===== src/rtl/tap_ctl_resp_pkg.sv =====
// Shared definitions for the TAP control responder: control-word layout, field
// extractors and FSM state types.
package tap_ctl_resp_pkg;

    localparam int unsigned TapCtlSize   = 18;
    localparam int unsigned TapCtlGt     = 0;
    localparam int unsigned TapCtlEt     = 1;
    localparam int unsigned TapCtlLt     = 2;
    localparam int unsigned TapCtlThrLsb = 3;
    localparam int unsigned TapCtlThrMsb = 16;
    localparam int unsigned TapCtlTrigEn = 17;
    localparam int unsigned TapThrW      = TapCtlThrMsb - TapCtlThrLsb + 1;

    typedef logic [TapCtlSize-1:0] tap_ctl_t;

    typedef enum logic [2:0] {
        StIdle,
        StLatch,
        StDac,
        StApply,
        StDone
    } resp_state_e;

    typedef enum logic [1:0] {
        SpiIdle,
        SpiSync,
        SpiShift,
        SpiTail
    } spi_state_e;

    function automatic logic [TapThrW-1:0] tap_ctl_thr(input tap_ctl_t c);
        return c[TapCtlThrMsb:TapCtlThrLsb];
    endfunction

    function automatic logic tap_ctl_gt(input tap_ctl_t c);
        return c[TapCtlGt];
    endfunction

    function automatic logic tap_ctl_et(input tap_ctl_t c);
        return c[TapCtlEt];
    endfunction

    function automatic logic tap_ctl_lt(input tap_ctl_t c);
        return c[TapCtlLt];
    endfunction

    function automatic logic tap_ctl_trig_en(input tap_ctl_t c);
        return c[TapCtlTrigEn];
    endfunction

endpackage


===== src/rtl/tap_dac_spi.sv =====
// 3-wire SPI writer for the threshold DAC: sync lead-in, MSB-first shift with the DAC
// sampling on falling sclk, then a tail before sync is released.
module tap_dac_spi
    import tap_ctl_resp_pkg::*;
#(
    parameter int unsigned ClkDiv  = 4,
    parameter int unsigned DacBits = 16
) (
    input  logic               clk_i,
    input  logic               rst_ni,
    input  logic               start_i,
    input  logic [DacBits-1:0] data_i,
    output logic               done_o,
    output logic               sync_n_o,
    output logic               sclk_o,
    output logic               din_o
);

    localparam int unsigned BitW = $clog2(DacBits + 1);

    spi_state_e         state_q;
    logic [7:0]         div_q;
    logic [BitW-1:0]    bit_q;
    logic               phase_q;
    logic [DacBits-1:0] sh_q;
    logic               sync_n_q;
    logic               sclk_q;
    logic               last_div;
    logic               last_bit;

    assign last_div = (div_q == 8'(ClkDiv - 1));
    assign last_bit = (bit_q == BitW'(DacBits - 1));

    always_ff @(posedge clk_i or negedge rst_ni) begin
        if (!rst_ni) begin
            state_q  <= SpiIdle;
            div_q    <= '0;
            bit_q    <= '0;
            phase_q  <= 1'b0;
            sh_q     <= '0;
            sync_n_q <= 1'b1;
            sclk_q   <= 1'b1;
        end else begin
            unique case (state_q)
                SpiIdle: begin
                    if (start_i) begin
                        sh_q     <= data_i;
                        sync_n_q <= 1'b0;
                        sclk_q   <= 1'b1;
                        div_q    <= '0;
                        bit_q    <= '0;
                        phase_q  <= 1'b0;
                        state_q  <= SpiSync;
                    end
                end
                SpiSync: begin
                    if (last_div) begin
                        div_q   <= '0;
                        state_q <= SpiShift;
                    end else begin
                        div_q <= div_q + 8'd1;
                    end
                end
                SpiShift: begin
                    // phase 0 = sclk high half, phase 1 = sclk low half of a bit
                    if (last_div) begin
                        div_q <= '0;
                        if (!phase_q) begin
                            sclk_q  <= 1'b0;
                            phase_q <= 1'b1;
                        end else begin
                            sclk_q  <= 1'b1;
                            phase_q <= 1'b0;
                            if (last_bit) begin
                                state_q <= SpiTail;
                            end else begin
                                bit_q <= bit_q + BitW'(1);
                                sh_q  <= {sh_q[DacBits-2:0], 1'b0};
                            end
                        end
                    end else begin
                        div_q <= div_q + 8'd1;
                    end
                end
                SpiTail: begin
                    if (last_div) begin
                        sync_n_q <= 1'b1;
                        sh_q     <= '0;
                        div_q    <= '0;
                        state_q  <= SpiIdle;
                    end else begin
                        div_q <= div_q + 8'd1;
                    end
                end
                default: state_q <= SpiIdle;
            endcase
        end
    end

    assign done_o   = (state_q == SpiTail) && last_div;
    assign sync_n_o = sync_n_q;
    assign sclk_o   = sclk_q;
    assign din_o    = sh_q[DacBits-1];

endmodule


===== src/rtl/tap_ctl_resp.sv =====
// TAP command responder: captures the control word on req, rewrites the threshold DAC
// only when the threshold changed, then applies the comparator and trigger bits.
module tap_ctl_resp
    import tap_ctl_resp_pkg::*;
#(
    parameter int unsigned ClkDiv  = 4,
    parameter int unsigned ThrW    = 14,
    parameter int unsigned DacBits = 16
) (
    input  logic                  clk_i,
    input  logic                  rst_ni,
    input  logic                  req_i,
    input  logic [TapCtlSize-1:0] ctl_i,
    output logic                  busy_o,
    output logic                  cmp_gt_o,
    output logic                  cmp_et_o,
    output logic                  cmp_lt_o,
    output logic                  trig_en_o,
    output logic [ThrW-1:0]       thr_applied_o,
    output logic                  dac_sync_n_o,
    output logic                  dac_sclk_o,
    output logic                  dac_din_o
);

    resp_state_e     state_q;
    tap_ctl_t        ctl_q;
    logic            busy_q;
    logic            cmp_gt_q;
    logic            cmp_et_q;
    logic            cmp_lt_q;
    logic            trig_en_q;
    logic [ThrW-1:0] thr_applied_q;
    logic            thr_valid_q;

    logic            need_write;
    logic            dac_start;
    logic            dac_done;
    logic [ThrW-1:0] thr_cap;

    assign thr_cap    = tap_ctl_thr(ctl_q);
    // An unwritten DAC must be programmed even if the value matches the reset default.
    assign need_write = !thr_valid_q || (thr_cap != thr_applied_q);
    assign dac_start  = (state_q == StLatch) && need_write;

    tap_dac_spi #(
        .ClkDiv  (ClkDiv),
        .DacBits (DacBits)
    ) u_dac_spi (
        .clk_i    (clk_i),
        .rst_ni   (rst_ni),
        .start_i  (dac_start),
        .data_i   ({{(DacBits - ThrW){1'b0}}, thr_cap}),
        .done_o   (dac_done),
        .sync_n_o (dac_sync_n_o),
        .sclk_o   (dac_sclk_o),
        .din_o    (dac_din_o)
    );

    always_ff @(posedge clk_i or negedge rst_ni) begin
        if (!rst_ni) begin
            state_q       <= StIdle;
            ctl_q         <= '0;
            busy_q        <= 1'b0;
            cmp_gt_q      <= 1'b0;
            cmp_et_q      <= 1'b0;
            cmp_lt_q      <= 1'b0;
            trig_en_q     <= 1'b0;
            thr_applied_q <= '0;
            thr_valid_q   <= 1'b0;
        end else begin
            unique case (state_q)
                StIdle: begin
                    if (req_i) begin
                        ctl_q   <= ctl_i;
                        busy_q  <= 1'b1;
                        state_q <= StLatch;
                    end
                end
                StLatch: state_q <= need_write ? StDac : StApply;
                StDac: begin
                    if (dac_done) begin
                        thr_applied_q <= thr_cap;
                        thr_valid_q   <= 1'b1;
                        state_q       <= StApply;
                    end
                end
                StApply: begin
                    cmp_gt_q  <= tap_ctl_gt(ctl_q);
                    cmp_et_q  <= tap_ctl_et(ctl_q);
                    cmp_lt_q  <= tap_ctl_lt(ctl_q);
                    trig_en_q <= tap_ctl_trig_en(ctl_q);
                    state_q   <= StDone;
                end
                StDone: begin
                    // A held req must not retrigger; wait for it to drop.
                    busy_q <= 1'b0;
                    if (!req_i) begin
                        state_q <= StIdle;
                    end
                end
                default: state_q <= StIdle;
            endcase
        end
    end

    assign busy_o        = busy_q;
    assign cmp_gt_o      = cmp_gt_q;
    assign cmp_et_o      = cmp_et_q;
    assign cmp_lt_o      = cmp_lt_q;
    assign trig_en_o     = trig_en_q;
    assign thr_applied_o = thr_applied_q;

endmodule


===== config.mk =====
export PLATFORM = sky130hd
export DESIGN_NAME = tap_ctl_resp
export DESIGN_NICKNAME = d
export VERILOG_FILES = /design/src/rtl/tap_ctl_resp_pkg.sv /design/src/rtl/tap_dac_spi.sv /design/src/rtl/tap_ctl_resp.sv
export SDC_FILE = /design/constraint.sdc
export NUM_CORES = 1
export LEC_CHECK = 0
export ABC_AREA = 1
export CAP_MARGIN = 5
export CORE_MARGIN = 4
export CORE_UTILIZATION = 56
export DETAILED_ROUTE_END_ITERATION = 12
export PLACE_DENSITY = 0.8
export SYNTH_ARGS = -nofsm -noshare
export SYNTH_HDL_FRONTEND = slang
export SYNTH_SLANG_ARGS = --single-unit

===== constraint.sdc =====
create_clock -name clk_i -period 2.1 [get_ports clk_i]
set_input_delay 0.315 -clock clk_i [delete_from_list [all_inputs] [get_ports clk_i]]
set_output_delay 0.315 -clock clk_i [all_outputs]
set_load 0.005 [all_outputs]

# Word level (Yosys, flattened, before mapping)

Index checks and enable logic that the tools add are counted.

Input bits: 21
Word-level logic and storage cells: 96
Flip-flop bits (word level): 75

Reductions and logical operators: 20
Multiplexer cells: 38
Eq/ne operators: 20
$add $sub $neg: 2

Operators by type and width:

| operator                                                                | count |
|---|---|
| 16-bit 2-to-1 mux                                                       | 5 |
| 16-bit one-hot mux with 3 select lines                                  | 1 |
| 5-bit 2-to-1 mux                                                        | 4 |
| 8-bit 2-to-1 mux                                                        | 2 |
| 8-bit one-hot mux with 2 select lines                                   | 1 |
| 3-bit one-hot mux with 5 select lines                                   | 1 |
| 14-bit inequality test                                                  | 1 |
| 2-bit 2-to-1 mux                                                        | 6 |
| 6-bit AND reduction                                                     | 2 |
| 2-bit by 1-bit inequality test with 1-bit output, second input constant | 5 |
| 2-bit inequality test, second input constant                            | 5 |
| 5-bit one-hot mux with 2 select lines                                   | 1 |
| 1-bit 2-to-1 mux                                                        | 9 |
| 3-bit 2-to-1 mux                                                        | 3 |
| 3-bit AND reduction                                                     | 3 |
| 8-bit by 1-bit adder with 8-bit output, second input constant           | 1 |
| 8-bit by 2-bit equality test with 1-bit output, second input constant   | 1 |
| 1-bit one-hot mux with 2 select lines                                   | 4 |
| 2-bit one-hot mux with 4 select lines                                   | 1 |
| 3-bit by 2-bit equality test with 1-bit output, second input constant   | 2 |
| 2-bit AND reduction                                                     | 3 |
| 2-bit nonzero test                                                      | 3 |
| 5-bit by 1-bit adder with 5-bit output, second input constant           | 1 |
| 5-bit by 4-bit equality test with 1-bit output, second input constant   | 1 |
| other kinds (12)                                                        | 14 |

# Longest topological paths before layout

Depth in word-level cells: 5
Mapped depth: 13

# By module

From an unflattened synthesis, not the netlist that was laid out.

Cells, all modules: 454
Area, all modules: 3863.7 um^2

Modules (own cells, without submodules):

| module       | times used | cells each | area each (um^2) | sequential area each (um^2) |
|---|---|---|---|---|
| tap_ctl_resp | 1          | 220        | 1954.4           | 1026.0 |
| tap_dac_spi  | 1          | 234        | 1909.3           | 853.3 |

# Worst setup path after synthesis

No wires, ideal clock.

Path type: register -> register
Start: reg u_dac_spi.bit_q[0]
End: reg u_dac_spi.sh_q[15]
Path buffers: 1
Library setup time: 0.117 ns
Stages on the path, launching flop included: 12
Period minus slack after synthesis: 1.833 ns
Arrival: 1.716 ns
Required time: 1.983 ns
Setup slack: 0.267 ns
Cells stage by stage: dfrtp_1 > ha_1 > nand2_1 > nor2_1 > ha_1 > nand2_1 > nand2_1 > nor3_4 > nand3_4 > buf_6 > nand2_1 > nand2_1

Cells in the longest elaborated chain, start to end: 3

RTL lines:

| what                                           | RTL line          | text |
|---|---|---|
| start, declared                                | tap_dac_spi.sv:23 | `logic [BitW-1:0] bit_q;` |
| start signal, assigned                         | tap_dac_spi.sv:77 | `bit_q <= bit_q + BitW'(1);` |
| 5-bit by 4-bit equality test with 1-bit output | tap_dac_spi.sv:32 | `assign last_bit = (bit_q == BitW'(DacBits - 1));` |
| 2-bit inequality test (no line)                | n/a               |  |
| 6-bit AND reduction (no line)                  | n/a               |  |
| end signal, assigned                           | tap_dac_spi.sv:47 | `sh_q <= data_i;` |
| end signal, assigned                           | tap_dac_spi.sv:78 | `sh_q <= {sh_q[DacBits-2:0], 1'b0};` |
| end, declared                                  | tap_dac_spi.sv:25 | `logic [DacBits-1:0] sh_q;` |

Every way passes these cells.
A chain may end at the register's enable or synchronous reset.

# Worst setup path in the final report

Start: reg u_dac_spi.state_q[0]
End: reg u_dac_spi.sh_q[3]

Cells in the longest elaborated chain, start to end: 3

RTL lines:

| what                                                                               | RTL line          | text |
|---|---|---|
| start, declared                                                                    | tap_dac_spi.sv:21 | `spi_state_e state_q;` |
| start signal, assigned                                                             | tap_dac_spi.sv:36 | `state_q <= SpiIdle;` |
| start signal, assigned                                                             | tap_dac_spi.sv:53 | `state_q <= SpiSync;` |
| start signal, assigned                                                             | tap_dac_spi.sv:59 | `state_q <= SpiShift;` |
| 2-bit equality test or 2-bit logical NOT (tied branches)                           | tap_dac_spi.sv:44 | `unique case (state_q)` |
| 2-bit by 1-bit inequality test with 1-bit output (no line) (tied with other cells) | n/a               |  |
| 6-bit AND reduction (no line)                                                      | n/a               |  |

Several ways; a longest one is shown, not always the timed one.

==> flow_summary_export.csv <==
group,metric,value,unit
status,status,"finished, violations left",
status,violations,"negative hold slack",
final_layout,fin_nets,533,
pwr,p_leak,2.13,nW
global_route,grt_pass1_vias,2939,
setup_path,ff2ff_path_depth,10,
placed_design,dpl_cell_area,4180,sq um
route,first_pass_iters,4,
sta,finalSetupViolCount,0,
clock_network,cts_tree,"done",
sta,drv_slew,0,
yosys,synth_common_cells,"nand2_1 (139), dfrtp_1 (73), inv_1 (51)",
floorplanning,coreArea,6350,sq um
yosys,syn_area_per_cell,8.02,sq um
floorplanning,rows,29,
yosys,synth_compound_area_frac,0.109,
pwr,powerDensity,1460,nW/um^2
yosys,synth.area.mux_share,0,
placed_design,gp_congestion,0.814,
route,drc,0,
setup_path,critical_path.endpoint_type,"register",
sta,finClkSkew,0.00554,ns
pwr,peakVddDrop,0.000848,V
yosys,ys_types,30,
sta,whs,-0.0203,ns
sta,fin_crit_sh,0.912,
sta,relSlewSlack,0.727,
pwr,internal_power,3.65,mW
route,wl_per_cell,13.1,microns
placed_design,dp_hpwl,5320,microns
yosys,yosysTopAreaCell,"dfrtp_1",
yosys,synth_top_area_share,0.496,
yosys,ys.flop_type,"dfrtp_1",
sta,hold_viol_final,12,
final_layout,fin_area,4350,sq um
sta,fin_crit,1.92,ns
route,vias_per_cell,5.21,
final_layout,drive_gt1_frac,0.0827,
floorplanning,io_pins,43,
clock_network,clk_pin_slew,0.07,ns
pwr,clkPwrFrac,0.150,
yosys,synthSimpleGateAreaFrac,0.261,
setup_path,cp.required,2.38,ns
yosys,async_flop_share,1.00,
route,final_antenna_net_count,0,
pwr,p_seq_frac,0.380,
global_route,gr-total-overflow,0,
route,num_vias,3050,
setup_path,cp_max_fo,15,
yosys,synth.net_count,488,
sta,worst_pin_slew,0.408,ns
final_layout,seqCellArea,1880,sq um
floorplanning,die_area,7930,sq um
route,drt_iter0_markers,253,
setup_path,arrival,2.20,ns
placed_design,numPortBuffers,42,
yosys,synth_enable_flop_cells,0,
global_route,grt_max_degree,76,
sta,final.setup.tns,0,ns
setup_path,r2r-start,"u_dac_spi.state_q[0]$_DFFE_PN0P_",
global_route,antenna_found_initial,0,
clock_network,cts_sinks,75,
sta,fmax,522,MHz
yosys,synthXorXnorAreaFrac,0.0119,
clock_network,cts_root_buffer,"clkbuf_8",
clock_network,cts_buffers,9,
clock_network,insertion_delay,0.35,ns
yosys,synth_top_family_by_area,"simple AND/OR/NAND/NOR gates",
final_layout,fillers,519,
clock_network,cts_max_level,3,
floorplanning,fp.dieW,89.1,microns
pwr,p_total,6.36,mW
floorplanning,initial_core_util,0.580,
floorplanning,die_y,89.1,microns
setup_path,crit_end,"u_dac_spi.sh_q[3]$_DFFE_PN0P_",
yosys,ys_warn_count,0,
global_route,grt_first_pass_wirelength,12900,microns
yosys,yosysSeqAreaShare,0.511,
flow_run,drv_cap,0,
pwr,power.switching,2.71,mW
yosys,syn_area,3680,sq um
yosys,synth_seq_cells,75,
route,finalWirelength,7660,microns
setup_path,reg2reg_to,"u_dac_spi.sh_q[3]$_DFFE_PN0P_",
hold_path,hp-class,"input pin to async pin",
clock_network,postCtsSetupBuffers,0,
setup_path,crit_type,"register to register",
pwr,pwr-share-comb,0.471,
clock_network,clockBufferDepth,2,
setup_path,cp-start-kind,"register",
final_layout,area.growth.synth_to_final,18.2,%
final_layout,fin_util,0.685,
yosys,synthCells,459,
sta,rsz0062_at_grt,"false",
final_layout,antenna_cells,0,
global_route,track_usage,0.208,
yosys,yosysMostFrequentCell,"nand2_1",
setup_path,ff2ff_setup_slack,0.18,ns
final_layout,multi_input_area,1510,sq um
pwr,switching_share,0.426,
yosys,synth_area_leaders,"dfrtp_1 (50%), nand2_1 (14%), o21ai_0 (6.5%), inv_1 (5.2%), nor2_1 (3.8%)",
yosys,synthAdderAreaFrac,0.0272,
setup_path,crit_start,"u_dac_spi.state_q[0]$_DFFE_PN0P_",
[worst max-delay path, stage by stage (launching register included)]
cell     delay (ns)
dfrtp_1        0.41
inv_1          0.10
ha_1           0.26
inv_2          0.12
nor2_1         0.06
inv_1          0.06
nand2_1        0.10
nor3_4         0.28
buf_4          0.26
nand4_1        0.11
nand2_1        0.08
[power groups by stage]
stage               combinational, mW  clock [mW]  sequential (mW)
floorplan                        2.14           0             2.36
global placement                 2.88           0             2.40
detailed placement               3.00           0             2.43
CTS                              3.01       0.968             2.41
global route                     3.42        1.03             2.48
finish                           2.99       0.952             2.42
[cell families after synthesis]
kind of cell / count (synthesis)
simple gates: 221
compound gates: 78
flops: 75
buf+inv: 72
fa+ha+maj: 8
xor+xnor: 5
[metal layers]
metal	up-vias	track usage	routed length, microns
met5	-	0	0
met4	0	0.0893	146
met3	14	0.0332	301
met2	54	0.345	3670
met1	1427	0.271	3540
li1	1555	-	-
[worst min path at each step]
stage                      start                        endpoint  slack (ns)  cells past startpoint
final                     rst_ni  u_dac_spi.bit_q[3]$_DFFE_PN0P_       -0.02                      2
after global routing      rst_ni  u_dac_spi.bit_q[0]$_DFFE_PN0P_        0.03                      2
after CTS                 rst_ni  u_dac_spi.bit_q[3]$_DFFE_PN0P_       0.001                      2
after detailed placement  rst_ni  u_dac_spi.bit_q[2]$_DFFE_PN0P_        0.37                      2
after global placement    rst_ni  u_dac_spi.bit_q[2]$_DFFE_PN0P_        0.38                      2
after floorplan           rst_ni              busy_o$_DFFE_PN0P_        0.02                      0
[stage by stage]
| step | instances | setup WS [ns] |
|---|---|---|
| after floorplan | 459 | 0.267 |
| after global placement | 570 | 0.290 |
| after detailed placement | 570 | 0.181 |
| after CTS | 585 | 0.179 |
| after global routing | 585 | 0.0219 |
| final | 585 | 0.184 |
[registers in the layout, summed over array words and instances (netlist names)]
| signal | count |
|---|---|
| cmp_et_o | 1 |
| state_q | 3 |
| u_dac_spi.sync_n_o | 1 |
| busy_o | 1 |
| thr_applied_o | 14 |
| trig_en_o | 1 |
| ctl_q | 18 |
| u_dac_spi.sclk_o | 1 |
| u_dac_spi.bit_q | 5 |
| u_dac_spi.phase_q | 1 |
| cmp_gt_o | 1 |
| u_dac_spi.sh_q | 16 |
| cmp_lt_o | 1 |
| thr_valid_q | 1 |
| u_dac_spi.state_q | 2 |
| u_dac_spi.div_q | 8 |
[placed cells by master (no fill, tap or decap), types with 2 or more instances in the layout]
cell,count
ha_1,8
clkbuf_8,10
or2_2,4
inv_2,5
nor3_1,5
clkdlybuf4s50_1,41
o21ai_0,48
dfrtp_1,73
nand2_4,2
nor2_1,37
inv_1,51
o22ai_1,4
clkbuf_1,2
nand2_1,139
nand4_1,18
a21oi_1,24
xor2_1,4
nand3_2,2
buf_4,7
dfstp_2,2
nand3_1,10
clkinv_2,3
[layout make-up]
cell class / instances / area share
clock inverters: 3 / 0.00345
clock buffers: 12 / 0.0334
well taps: 77 / 0.0222
flip-flops and latches: 75 / 0.432
multi-input cells: 312 / 0.348
inverters: 56 / 0.0483
repair buffers: 50 / 0.112
[repair_timing]
action | in CTS | in global routing
hold buffers | 0 | 0
setup endpoints to repair | 0 | 16
gates resized for setup | 0 | 1
Note: power is estimated with default switching activity, not from simulation.
